--- config.mk ---
export PLATFORM = sky130hd
export DESIGN_NAME = sel_mux_skid
export DESIGN_NICKNAME = d
export VERILOG_FILES = /design/src/rtl/sel_mux_skid.sv
export SDC_FILE = /design/constraint.sdc
export NUM_CORES = 1
export LEC_CHECK = 0
export ABC_AREA = 1
export BUFFER_PORTS_ARGS = -buffer_cell sky130_fd_sc_hd__buf_2
export CAP_MARGIN = 20
export CORE_MARGIN = 2
export CORE_UTILIZATION = 45
export CTS_BUF_LIST = sky130_fd_sc_hd__clkbuf_8
export DETAILED_ROUTE_END_ITERATION = 7
export PLACE_DENSITY = 0.76
export SYNTH_ARGS = -nofsm -noshare
export SYNTH_HDL_FRONTEND = slang
export SYNTH_SLANG_ARGS = --single-unit
--- constraint.sdc ---
create_clock -name clk -period 1.59 [get_ports clk]
set_clock_uncertainty 0.2 [all_clocks]
set_input_delay 0 -clock clk [delete_from_list [all_inputs] [get_ports clk]]
set_output_delay 0 -clock clk [all_outputs]
set_load 0.05 [all_outputs]
--- src/rtl/sel_mux_skid.sv ---
// sel_mux_skid: N-input selector (binary/one-hot, illegal-select flag) feeding a registered 2-entry skid buffer
module sel_mux_skid #(
  parameter int BITS   = 32,
  parameter int NUM_IN = 4,
  parameter bit ONEHOT = 1'b0,
  localparam int SEL_W = ONEHOT ? NUM_IN : $clog2(NUM_IN)
) (
  input  logic                   clk,
  input  logic                   rst_n,
  input  logic                   flush,
  input  logic                   in_valid,
  output logic                   in_ready,
  input  logic [SEL_W-1:0]       sel,
  input  logic [NUM_IN*BITS-1:0] in_data,
  output logic                   out_valid,
  input  logic                   out_ready,
  output logic [BITS-1:0]        out_data,
  output logic                   out_sel_err
);
  typedef enum logic [1:0] {EMPTY, ONE, TWO} state_t;
  state_t state, nxt;
  logic [BITS:0] entry, main_q, skid_q;
  logic accept, pop;
  always_comb begin
    entry = {1'b1, in_data[BITS-1:0]};
    for (int k = 0; k < NUM_IN; k++)
      if (ONEHOT ? (sel == (SEL_W'(1) << k)) : (sel == SEL_W'(k))) entry = {1'b0, in_data[k*BITS +: BITS]};
  end
  assign accept = in_valid && in_ready;
  assign pop = out_valid && out_ready;
  assign out_valid = state != EMPTY;
  assign {out_sel_err, out_data} = main_q;
  always_comb
    nxt = state == EMPTY ? (accept ? ONE : EMPTY) :
          state == TWO   ? (pop ? ONE : TWO) :
          (accept && !pop) ? TWO : (pop && !accept) ? EMPTY : ONE;
  always_ff @(posedge clk)
    if (!rst_n || flush) begin
      state <= EMPTY;
      main_q <= '0;
      skid_q <= '0;
      in_ready <= rst_n;
    end else begin
      state <= nxt;
      in_ready <= nxt != TWO;
      if (accept && (state == EMPTY || pop)) main_q <= entry;
      else if (state == TWO && pop) main_q <= skid_q;
      if (state == ONE && accept && !pop) skid_q <= entry;
    end
endmodule

==> qor.yml <==
route:
  final_antenna_net_count: 0
  viasPerCell: 5.56
  wire_per_inst_um: 17.2
  drc: 0
  via_count: 5921
  drt_first_iter_violations: 791
  drt-pass1-iter-count: 7
  wirelength_um: 18300
finish:
  insertedDiodeCount: 0
  multi_input_area_mm2: 0.00214
  nNetsFinal: 1088
  layout.cells.non_filler: 1065
  areaGrowthSynthToFinish_pct: 63.6
  drive_gt1_share_pct: 25.7
  regArea_mm2: 0.00139
  utilization_pct: 76.5
  fillCellCount: 564
  final_area_mm2: 0.00671
setup_path:
  worstPathCellList: "nand2_4 -> inv_4 -> nand4_1 -> buf_6 -> clkbuf_16 -> a21oi_1 -> o21ai_1 -> inv_1"
  crit_fanout: 8
  critical-path-max-stage-delay_ns: 0.36
  crit_buf_inv: 4
  crit_arrival_ns: 1.74
  crit_required_ns: 1.68
  critPathKind: "reg -> reg"
  worst_setup_path_start_kind: "flip-flop"
  cp-end-kind: "flip-flop"
  crit_family: "buffers and inverters"
  slowest_stage: "dfxtp_4"
timing:
  drv_slew: 0
  rsz0062_at_grt: "true"
  slew_headroom_pct: 64.2
  hold_violations: 1
  period_share_pct: 104
  finalHoldWorstSlack_ns: -0.0285
  finalSetupTns_ns: -0.0592
  setup_viol: 1
  min_period_ns: 1.65
  setup_slack_ns: -0.0592
  fmax_ghz: 0.606
  tightest_slew_ns: 0.532
clocking:
  htree_levels: 3
  worstSkewPairLatency_ns: 0.34
  cts_tree: "yes"
  cts_root_buf: "clkbuf_8"
  cts.sinks: 69
  clk_pin_slew_ns: 0.08
  cts_max_path_buffers: 2
  cts_buffers: 9
synth:
  ys_top_cells_by_count: "167 x nand2_1, 101 x inv_1, 76 x o21ai_0"
  synth_edf_count: 0
  synth_area_leaders: "dfxtp_1 34%, nand2_1 15%, o21ai_0 9.3%, inv_1 9.3%, a21oi_1 8.3%"
  ys_ff_latch: 69
  syn_avg_cell_area_um2: 6.18
  synth_most_common_cell: "nand2_1"
  yosysUniqueCellTypes: 25
  netlist_instances: 663
  ys_async_sr_fraction_pct: 0
  synth-warning-count: 0
  syn_area_mm2: 0.00410
  ys.flop_type: "dfxtp_1"
  syn_nets: 799
  yosysSeqAreaShare_pct: 33.7
  synth_top_area_share_pct: 33.7
  yosys.area.top_type: "dfxtp_1"
global_route:
  met1_usage_pct: 41.9
  antenna_found_initial: 0
  grt_use_met2_pct: 52.9
  grt_first_pass_wirelength_um: 27000
  grt_pass1_vias: 5615
  grt_start_max_net_pins: 66
  grt_use_total_pct: 33.6
  use_met3_pct: 6.96
  top_usage_layer: "met2"
  globalRouteOverflowTotal: 0
run:
  max-cap-violations: 0
power_and_ir_drop:
  peakVddDrop_mv: 0.342
  powerDensity_mw_per_mm2: 635
  power_w: 0.00425
  p_leak_nw: 3.47
die:
  rows: 34
  core_mm2: 0.00876
  dieArea_mm2: 0.00989
  start_util_pct: 46.8
  die_h_um: 99.4
  die_w_um: 99.4
  io_pins: 170
placed_design:
  placed_cell_area_mm2: 0.00504
  gp_congestion: 0.890
  place_inst: 914
  hpwl_um: 9060
  portBuffers: 169
run_status:
  run_status: "finished with violations"
  violations: "negative hold slack, negative setup slack"
min_path:
  min_path_type: "in -> reg"
==> state kept, by name, summed over array words and instances, names as in the netlist <==
signal / count
skid_q: 33
state: 2
main_q: 33
in_ready: 1
==> cells by family (layout without fill, tap and decap cells) <==
| logic type | Yosys count | in the layout | synth area share (%) |
|---|---|---|---|
| buffers and inverters | 152 | 446 | 15.8 |
| AOI/OAI and AO/OA | 169 | 169 | 21.0 |
| adders and majority gates | 1 | 1 | 0.305 |
| DFF | 69 | 69 | 33.7 |
| and+or+nand+nor | 272 | 272 | 29.1 |
==> metrics by stage <==
stage,hold WS [ns],worst slack (ns)
final,-0.0285,-0.0592
after floorplan,-0.0603,0.0230
after global placement,0.0691,0.0787
after global routing,0.0505,-0.0810
after detailed placement,0.0671,-0.00572
after CTS,0.00141,0.0333
==> metal layers <==
layer | up-vias | routed length, um | part of all wire, %
met3 | 114 | 2060 | 11
met4 | 0 | 1100 | 6.0
met2 | 490 | 8260 | 45
li1 | 2674 | - | -
met5 | - | 0 | 0
met1 | 2643 | 6860 | 38
==> cell type report <==
| class | instances | share of cell area, % |
|---|---|---|
| multi-input combinational | 442 | 31.9 |
| timing repair inverter | 1 | 0.0746 |
| tap | 108 | 2.02 |
| inverter | 108 | 6.18 |
| sequential | 69 | 20.7 |
| clock inverter | 6 | 0.578 |
| timing repair buffer | 321 | 36.6 |
| clock buffer | 10 | 2.05 |
==> power by group <==
group | internal (W) | switching (W) | leakage [nW] | total (W)
logic | 0.000536 | 0.000656 | 2.82 | 0.00119
clock network | 0.000602 | 0.000684 | 0.0880 | 0.00129
registers | 0.00176 | 0.0000192 | 0.559 | 0.00178
total | 0.00290 | 0.00136 | 3.47 | 0.00425
==> repair_timing <==
action | 4_1_cts | 5_1_grt
setup buffers | 0 | 7
endpoints found under the setup margin | 1 | 48
endpoints found under the hold margin | 67 | 1
pin swaps | 0 | 2
resized for setup | 1 | 34
hold buffers | 122 | 1
gates cloned | 0 | 6
==> worst paths after layout <==
check	start	to	slack, ns	depth (start not counted)
max	in_ready	skid_q[19]	-0.06	8
min	in_data[64]	skid_q[0]	-0.03	9
max reg2reg	in_ready	skid_q[19]	-0.06	8
min reg2reg	skid_q[32]	skid_q[32]	0.28	2
==> cell usage in the layout, fill, tap and decap left out, drive strengths merged, types with 29 or more instances in the layout <==
cell type,instances
buf,196
nand2,169
dlygate4sd3,122
inv,107
o21ai,100
dfxtp,69
a21oi,69
nand3,36
nor2,35
nand3b,29
==> tightest hold or removal path, delay by kind of cell <==
kind	cells	cell delay [ns]
compound gates	1	0.06
buf+inv	3	0.16
simple gates	5	0.27
(Power assumes the default switching activity.)
